## src/rtl/proc_mem_arbiter_if.sv

```systemverilog
// proc_mem_arbiter_if: request/response handshakes for two requesters plus the memory port.
// slave is the arbiter side, master is the requester/memory environment side.
interface proc_mem_arbiter_if #(parameter int p_addr_nbits = 32);
    logic                    req0_val, req0_rdy, req0_type;
    logic [p_addr_nbits-1:0] req0_addr;
    logic [31:0]             req0_wdata;
    logic                    resp0_val, resp0_rdy;
    logic [31:0]             resp0_data;
    logic                    req1_val, req1_rdy, req1_type;
    logic [p_addr_nbits-1:0] req1_addr;
    logic [31:0]             req1_wdata;
    logic                    resp1_val, resp1_rdy;
    logic [31:0]             resp1_data;
    logic [p_addr_nbits-1:0] mem_addr;
    logic                    mem_wen;
    logic [31:0]             mem_wdata, mem_rdata;
    modport slave (
        input  req0_val, req0_type, req0_addr, req0_wdata, resp0_rdy,
        input  req1_val, req1_type, req1_addr, req1_wdata, resp1_rdy, mem_rdata,
        output req0_rdy, resp0_val, resp0_data, req1_rdy, resp1_val, resp1_data,
        output mem_addr, mem_wen, mem_wdata
    );
    modport master (
        output req0_val, req0_type, req0_addr, req0_wdata, resp0_rdy,
        output req1_val, req1_type, req1_addr, req1_wdata, resp1_rdy, mem_rdata,
        input  req0_rdy, resp0_val, resp0_data, req1_rdy, resp1_val, resp1_data,
        input  mem_addr, mem_wen, mem_wdata
    );
endinterface

```

## src/rtl/proc_mem_arbiter.sv

```systemverilog
// proc_mem_arbiter: arbitrates fetch (port 0) and data (port 1) requests onto one memory port.
// Fixed priority to port 0 by default; define PROC_MEM_ARBITER_RR_EN for round-robin.
module proc_mem_arbiter #(parameter int p_addr_nbits = 32) (
    input logic              clk,
    input logic              rst,
    proc_mem_arbiter_if.slave bus
);
    localparam logic [1:0] IDLE = 2'd0, ACCESS = 2'd1, WAIT = 2'd2;
    logic [1:0]              state;
    logic                    lat_port, lat_type, win, idle, accept, sel_rdy;
    logic [p_addr_nbits-1:0] lat_addr;
    logic [31:0]             lat_wdata, resp_reg, resp_data;
`ifdef PROC_MEM_ARBITER_RR_EN
    logic ptr;
    // ptr names the port favoured on a conflict; a lone requester always wins
    assign win = (bus.req0_val & bus.req1_val) ? ptr : bus.req1_val;
`else
    assign win = !bus.req0_val;
`endif
    assign idle           = state == IDLE && !rst;
    assign accept         = idle && (bus.req0_val || bus.req1_val);
    assign bus.req0_rdy   = idle && bus.req0_val && !win;
    assign bus.req1_rdy   = idle && bus.req1_val && win;
    assign resp_data      = state == ACCESS ? (lat_type ? 32'd0 : bus.mem_rdata) : resp_reg;
    assign bus.resp0_val  = !rst && state != IDLE && !lat_port;
    assign bus.resp1_val  = !rst && state != IDLE && lat_port;
    assign bus.resp0_data = resp_data;
    assign bus.resp1_data = resp_data;
    assign sel_rdy        = lat_port ? bus.resp1_rdy : bus.resp0_rdy;
    assign bus.mem_addr   = lat_addr;
    assign bus.mem_wdata  = lat_wdata;
    // only ACCESS writes, so a stalled or reset transaction never repeats its write
    assign bus.mem_wen    = !rst && state == ACCESS && lat_type;
    always_ff @(posedge clk) begin
        if (rst) begin
            state     <= IDLE;
            lat_port  <= 1'b0;
            lat_type  <= 1'b0;
            lat_addr  <= '0;
            lat_wdata <= '0;
            resp_reg  <= '0;
`ifdef PROC_MEM_ARBITER_RR_EN
            ptr       <= 1'b0;
`endif
        end else if (accept) begin
            state     <= ACCESS;
            lat_port  <= win;
            lat_type  <= win ? bus.req1_type : bus.req0_type;
            lat_addr  <= win ? bus.req1_addr : bus.req0_addr;
            lat_wdata <= win ? bus.req1_wdata : bus.req0_wdata;
`ifdef PROC_MEM_ARBITER_RR_EN
            ptr       <= !win;
`endif
        end else if (state == ACCESS) begin
            state     <= sel_rdy ? IDLE : WAIT;
            resp_reg  <= resp_data;
        end else if (state == WAIT && sel_rdy) begin
            state     <= IDLE;
        end
    end
endmodule

```

## src/flat_wrapper.sv

```systemverilog
// flat-port wrapper written by rule: the top's interface ports become plain ports
module proc_mem_arbiter_flat 
#(parameter int p_addr_nbits = 32)
  (clk, rst, bus_req0_val, bus_req0_type, bus_req0_addr, bus_req0_wdata, bus_resp0_rdy, bus_req1_val, bus_req1_type, bus_req1_addr, bus_req1_wdata, bus_resp1_rdy, bus_mem_rdata, bus_req0_rdy, bus_resp0_val, bus_resp0_data, bus_req1_rdy, bus_resp1_val, bus_resp1_data, bus_mem_addr, bus_mem_wen, bus_mem_wdata);
  proc_mem_arbiter_if #(.p_addr_nbits(p_addr_nbits)) bus_i ();
  input logic clk;
  input logic rst;
  input wire logic [$bits(bus_i.req0_val)-1:0] bus_req0_val;
  input wire logic [$bits(bus_i.req0_type)-1:0] bus_req0_type;
  input wire logic [$bits(bus_i.req0_addr)-1:0] bus_req0_addr;
  input wire logic [$bits(bus_i.req0_wdata)-1:0] bus_req0_wdata;
  input wire logic [$bits(bus_i.resp0_rdy)-1:0] bus_resp0_rdy;
  input wire logic [$bits(bus_i.req1_val)-1:0] bus_req1_val;
  input wire logic [$bits(bus_i.req1_type)-1:0] bus_req1_type;
  input wire logic [$bits(bus_i.req1_addr)-1:0] bus_req1_addr;
  input wire logic [$bits(bus_i.req1_wdata)-1:0] bus_req1_wdata;
  input wire logic [$bits(bus_i.resp1_rdy)-1:0] bus_resp1_rdy;
  input wire logic [$bits(bus_i.mem_rdata)-1:0] bus_mem_rdata;
  output wire logic [$bits(bus_i.req0_rdy)-1:0] bus_req0_rdy;
  output wire logic [$bits(bus_i.resp0_val)-1:0] bus_resp0_val;
  output wire logic [$bits(bus_i.resp0_data)-1:0] bus_resp0_data;
  output wire logic [$bits(bus_i.req1_rdy)-1:0] bus_req1_rdy;
  output wire logic [$bits(bus_i.resp1_val)-1:0] bus_resp1_val;
  output wire logic [$bits(bus_i.resp1_data)-1:0] bus_resp1_data;
  output wire logic [$bits(bus_i.mem_addr)-1:0] bus_mem_addr;
  output wire logic [$bits(bus_i.mem_wen)-1:0] bus_mem_wen;
  output wire logic [$bits(bus_i.mem_wdata)-1:0] bus_mem_wdata;
  assign bus_i.req0_val = bus_req0_val;
  assign bus_i.req0_type = bus_req0_type;
  assign bus_i.req0_addr = bus_req0_addr;
  assign bus_i.req0_wdata = bus_req0_wdata;
  assign bus_i.resp0_rdy = bus_resp0_rdy;
  assign bus_i.req1_val = bus_req1_val;
  assign bus_i.req1_type = bus_req1_type;
  assign bus_i.req1_addr = bus_req1_addr;
  assign bus_i.req1_wdata = bus_req1_wdata;
  assign bus_i.resp1_rdy = bus_resp1_rdy;
  assign bus_i.mem_rdata = bus_mem_rdata;
  assign bus_req0_rdy = bus_i.req0_rdy;
  assign bus_resp0_val = bus_i.resp0_val;
  assign bus_resp0_data = bus_i.resp0_data;
  assign bus_req1_rdy = bus_i.req1_rdy;
  assign bus_resp1_val = bus_i.resp1_val;
  assign bus_resp1_data = bus_i.resp1_data;
  assign bus_mem_addr = bus_i.mem_addr;
  assign bus_mem_wen = bus_i.mem_wen;
  assign bus_mem_wdata = bus_i.mem_wdata;
  proc_mem_arbiter #(.p_addr_nbits(p_addr_nbits)) u_core (.clk(clk), .rst(rst), .bus(bus_i));
endmodule
```

## config.mk

```make
export PLATFORM = sky130hd
export DESIGN_NAME = proc_mem_arbiter_flat
export DESIGN_NICKNAME = d
export VERILOG_FILES = /design/src/rtl/proc_mem_arbiter_if.sv /design/src/rtl/proc_mem_arbiter.sv /design/src/flat_wrapper.sv
export SDC_FILE = /design/constraint.sdc
export NUM_CORES = 1
export LEC_CHECK = 0
export CAP_MARGIN = 20
export CORE_MARGIN = 3
export CORE_UTILIZATION = 35
export CTS_CLUSTER_DIAMETER = 30
export DETAILED_ROUTE_END_ITERATION = 16
export PLACE_DENSITY = 0.76
export SYNTH_ARGS = -nofsm -noshare
export SYNTH_HDL_FRONTEND = slang
export SYNTH_SLANG_ARGS = --single-unit
```

## constraint.sdc

```tcl
create_clock -name clk -period 1.8 [get_ports clk]
set_input_delay 0.18 -clock clk [delete_from_list [all_inputs] [get_ports clk]]
set_output_delay 0.18 -clock clk [all_outputs]
set_load 0.01 [all_outputs]
```

Word level (Yosys, flattened, before mapping):

Index checks and enable logic that the tools add are counted.
W data, S select, Z words.

* bits in registers: 100
* bits of input ports: 168
* output and inout port bits: 133
* logic and storage cells: 42

* eq/ne operators: 2
* mux-type cells: 10
* bitwise operators: 1
* reduce and logical (&&, ||, !) cells: 22

Operators with widths (number)
* $mux W32: 4
* $logic_and A1 B1 Y1: 12
* $mux W2: 3
* $reduce_bool A2 Y1: 2
* $logic_not A1 Y1: 3
* $mux W1: 3
* $reduce_bool A3 Y1: 1
* $eq A2 B1 Y1 const B: 1
* $eq A2 B2 Y1 const B: 1
* $logic_not A2 Y1: 1
* $reduce_and A2 Y1: 1
* $reduce_or A2 Y1: 1
* $logic_or A1 B1 Y1: 1
* $not A1 Y1: 1

Longest topological paths before layout:

* depth in word-level cells: 5
* mapped depth: 7
* mapped depth without buffers: 3

Worst setup path after synthesis:

Ideal clock, no wire load.

* path type: reg-to-output
* start: register u_core.state[1]
* end: output port bus_resp1_data[10]
* arrival time: 1.430 ns
* data required time: 1.620 ns
* path slack: 0.190 ns
* cell stages (with the launch flop): 7
* buffers on the path: 3
* cells stage by stage: dfxtp_1 nand2b_1 buf_2 clkbuf_1 or3b_1 nand2_1 buf_4

* longest elaborated chain between the ends: 2

Ends and longest elaborated chain
* from (decl): line proc_mem_arbiter.sv:9 `logic [1:0] state;`
* from (signal assigned): line proc_mem_arbiter.sv:55 `state <= sel_rdy ? IDLE : WAIT;`
* $eq A2 B1 Y1: line proc_mem_arbiter.sv:24 `assign resp_data = state == ACCESS ? (lat_type ? 32'd0 : bus.mem_rdata) : resp_reg;`
* $mux W32: line proc_mem_arbiter.sv:24
* to (decl): line flat_wrapper.sv:24 `output wire logic [$bits(bus_i.resp1_data)-1:0] bus_resp1_data;`

No other way between the ends.

Worst setup path after layout:

* start: register u_core.state[0]
* end: output port bus_resp1_data[2]

The elaborated chain is that of the path after synthesis.

==> flow_summary_export.csv <==
group,metric,value,unit
status,status,"finished with violations",
status,violations,"setup timing",
synth,synth_common_cells,"100 x dfxtp_1, 99 x a21oi_1, 66 x mux2i_1",
floorplanning,die_area,15800,um2
final_layout,nets,954,
sta,min_period_over_period,104,%
power_and_ir_drop,switchingPower,1720,uW
sta,worstMarginPinSlew,0.458,ns
sta,fin_skew,0.00295,ns
sta,worst_slack,-0.0714,ns
global_routing,grt_overflow,0,
sta,fmax,534,MHz
drt,ant_nets,0,
power_and_ir_drop,powerDensity,719,nW/um2
floorplanning,die_w,126,um
worst_hold_path,holdCritPathClass,"in2reg",
drt,wl,17100,um
synth,ys_seq_elements,100,
synth,synth_area,5020,um2
final_layout,n_fill_cell,1124,
floorplanning,fp.dieH,126,um
sta,fin_crit,1.87,ns
global_routing,grt_max_degree,58,
synth,yosys.area.top_type,"dfxtp_1",
synth,syn_area_per_cell,9.56,um2
synth,seq_area_frac_synth,39.9,%
synth,synth_top_area_share,39.9,%
synth,synth.distinct_cells,22,
clock_tree,root_buffer,"clkbuf_16",
power_and_ir_drop,ir_worst_vdd,0.383,mV
power_and_ir_drop,combinationalPowerShare,31.1,%
floorplanning,fp.coreArea,13900,um2
clock_tree,cts_sinks,100,
setup_path,crit_fanout,8,
drt,dr.pass1.iters,4,
power_and_ir_drop,leakagePower,0.00351,uW
floorplanning,start_util,36.0,%
place,pre_cts_ws,-0.237,ns
power_and_ir_drop,p_total,6260,uW
final_layout,layout-drive-gt1-share,30.6,%
synth,asyncSetResetFlopFracSynth,0,%
drt,wl_per_cell,17.7,um
clock_tree,cts_tree,"built",
place,portBuffers,300,
synth,ys_top_cells_by_area,"dfxtp_1 40%, mux2i_1 13%, a211oi_2 12%, a21oi_1 9.9%, buf_4 4.9%",
drt,drt_iter0_markers,187,
sta,rsz0062_at_grt,"yes",
final_layout,diodes,0,
global_routing,grt_first_pass_wirelength,25700,um
power_and_ir_drop,pwr-share-seq,39.4,%
synth,yosysMostFrequentCell,"dfxtp_1",
power_and_ir_drop,power_frac_clock,29.5,%
sta,setup_viol_count_final,44,
sta,tns,-0.489,ns
run,maxCapViolations,0,
setup_path,crit_required,1.62,ns
final_layout,multi_input_area,2830,um2
drt,drt-vias-per-instance,5.03,
setup_path,worst-setup-path-type,"reg2out",
sta,slew_headroom,69.5,%
clock_tree,cts-htree-levels,3,
global_routing,grt_usage,19.9,%
sta,hold_viol,0,
clock_tree,cts_buffers,9,
power_and_ir_drop,p_int,4540,uW
final_layout,utilization,62.5,%
synth,syn_nets,693,
sta,drv_slew,0,
global_routing,antenna_found_initial,0,
synth,ys.warnings.count,0,
floorplanning,ios,301,
drt,drcViolationCount,0,
synth,netlist_instances,525,
final_layout,ff_latch_area,2000,um2
setup_path,arrival,1.69,ns
floorplanning,rows,43,
setup_path,end_kind,"primary output",
power_and_ir_drop,switching_share,27.5,%
setup_path,cp-start-kind,"flip-flop",
clock_tree,clock_latency,0.34,ns
final_layout,areaGrowthSynthToFinish,73.5,%
global_routing,grt_pass1_vias,5000,
drt,num_vias,4883,
place,dp_hpwl,12300,um
clock_tree,clock_tree.buffer_depth,2,
clock_tree,clkTransAtPathRegs,0.06,ns
synth,synth_ff_type,"dfxtp_1",
synth,synth_edf_count,0,
place,place_congestion,0.843,
==> cells by family after synthesis <==
group                  share of synthesized area, %
buffers and inverters                          10.1
DFF                                            39.9
muxes                                          13.2
AOI/OAI and AO/OA                              25.0
and+or+nand+nor                                11.9
==> final timing paths <==
path	from	to	slack, ns	depth (start not counted)
max	u_core.state[0]	bus_resp1_data[2]	-0.07	6
min	bus_req0_val	u_core.lat_port	0.22	2
max reg2reg	u_core.state[1]	u_core.bus.mem_addr[7]	0.11	7
min reg2reg	u_core.resp_reg[7]	u_core.resp_reg[7]	0.47	2
==> power groups by stage <==
stage | sequential (uW) | combinational, uW | clock [uW]
final | 2470 | 1950 | 1850
after global routing | 2490 | 2080 | 1960
after CTS | 2470 | 1850 | 1890
after detailed placement | 2510 | 1830 | 0
after global placement | 2510 | 1800 | 0
after floorplan | 2570 | 804 | 0
==> routing by layer <==
metal / vias to the layer above / share of wire, % / global-route usage (%)
met5: - / 0 / 0
met4: 0 / 1.8 / 5.49
met3: 26 / 8.9 / 6.28
met2: 203 / 51 / 37.3
met1: 2281 / 38 / 21.4
li1: 2373 / - / -
==> through the flow <==
stage                     cells  instance area [um2]  hold WS, ns
final                       971                 8710        0.216
after global routing        971                 8710        0.234
after CTS                   969                 8380        0.211
after detailed placement    946                 8010        0.458
after global placement      946                 8010        0.447
after floorplan             525                 5020        0.387
==> area by class of cell <==
class / instances / share of cell area [%]
Clock buffer: 15 / 3.19
Clock inverter: 1 / 0.0575
Multi-Input combinational cell: 341 / 32.5
Sequential cell: 100 / 23.0
Tap cell: 180 / 2.59
Timing Repair Buffer: 334 / 38.7
==> what timing repair did <==
item,CTS,global route
resized for setup,311,110
setup buffers,4,3
setup endpoints to repair,69,67
hold buffers,0,0
pin swaps,13,37
gates cloned,3,1
==> cells in the final DEF (no fill, tap or decap), drive strengths merged <==
| cell | instances |
|---|---|
| a21oi | 99 |
| a211oi | 66 |
| dlygate4sd2 | 3 |
| nor3 | 2 |
| clkinv | 1 |
| buf | 98 |
| or3b | 32 |
| nor2 | 2 |
| nand2 | 65 |
| bufbuf | 1 |
| clkdlybuf4s50 | 229 |
| and3b | 1 |
| and2 | 2 |
| clkbuf | 18 |
| a22oi | 1 |
| or2 | 1 |
| dfxtp | 100 |
| nand2b | 1 |
| o21ai | 1 |
| mux2i | 66 |
| nor3b | 2 |
==> critical path, stage by stage (launching register included) <==
cell	delay, ns
dfxtp_1	0.39
nand2b_4	0.13
buf_12	0.16
or3b_4	0.39
nand2_4	0.09
buf_6	0.09
buf_6	0.09
Note: power is estimated with default switching activity, not from simulation.
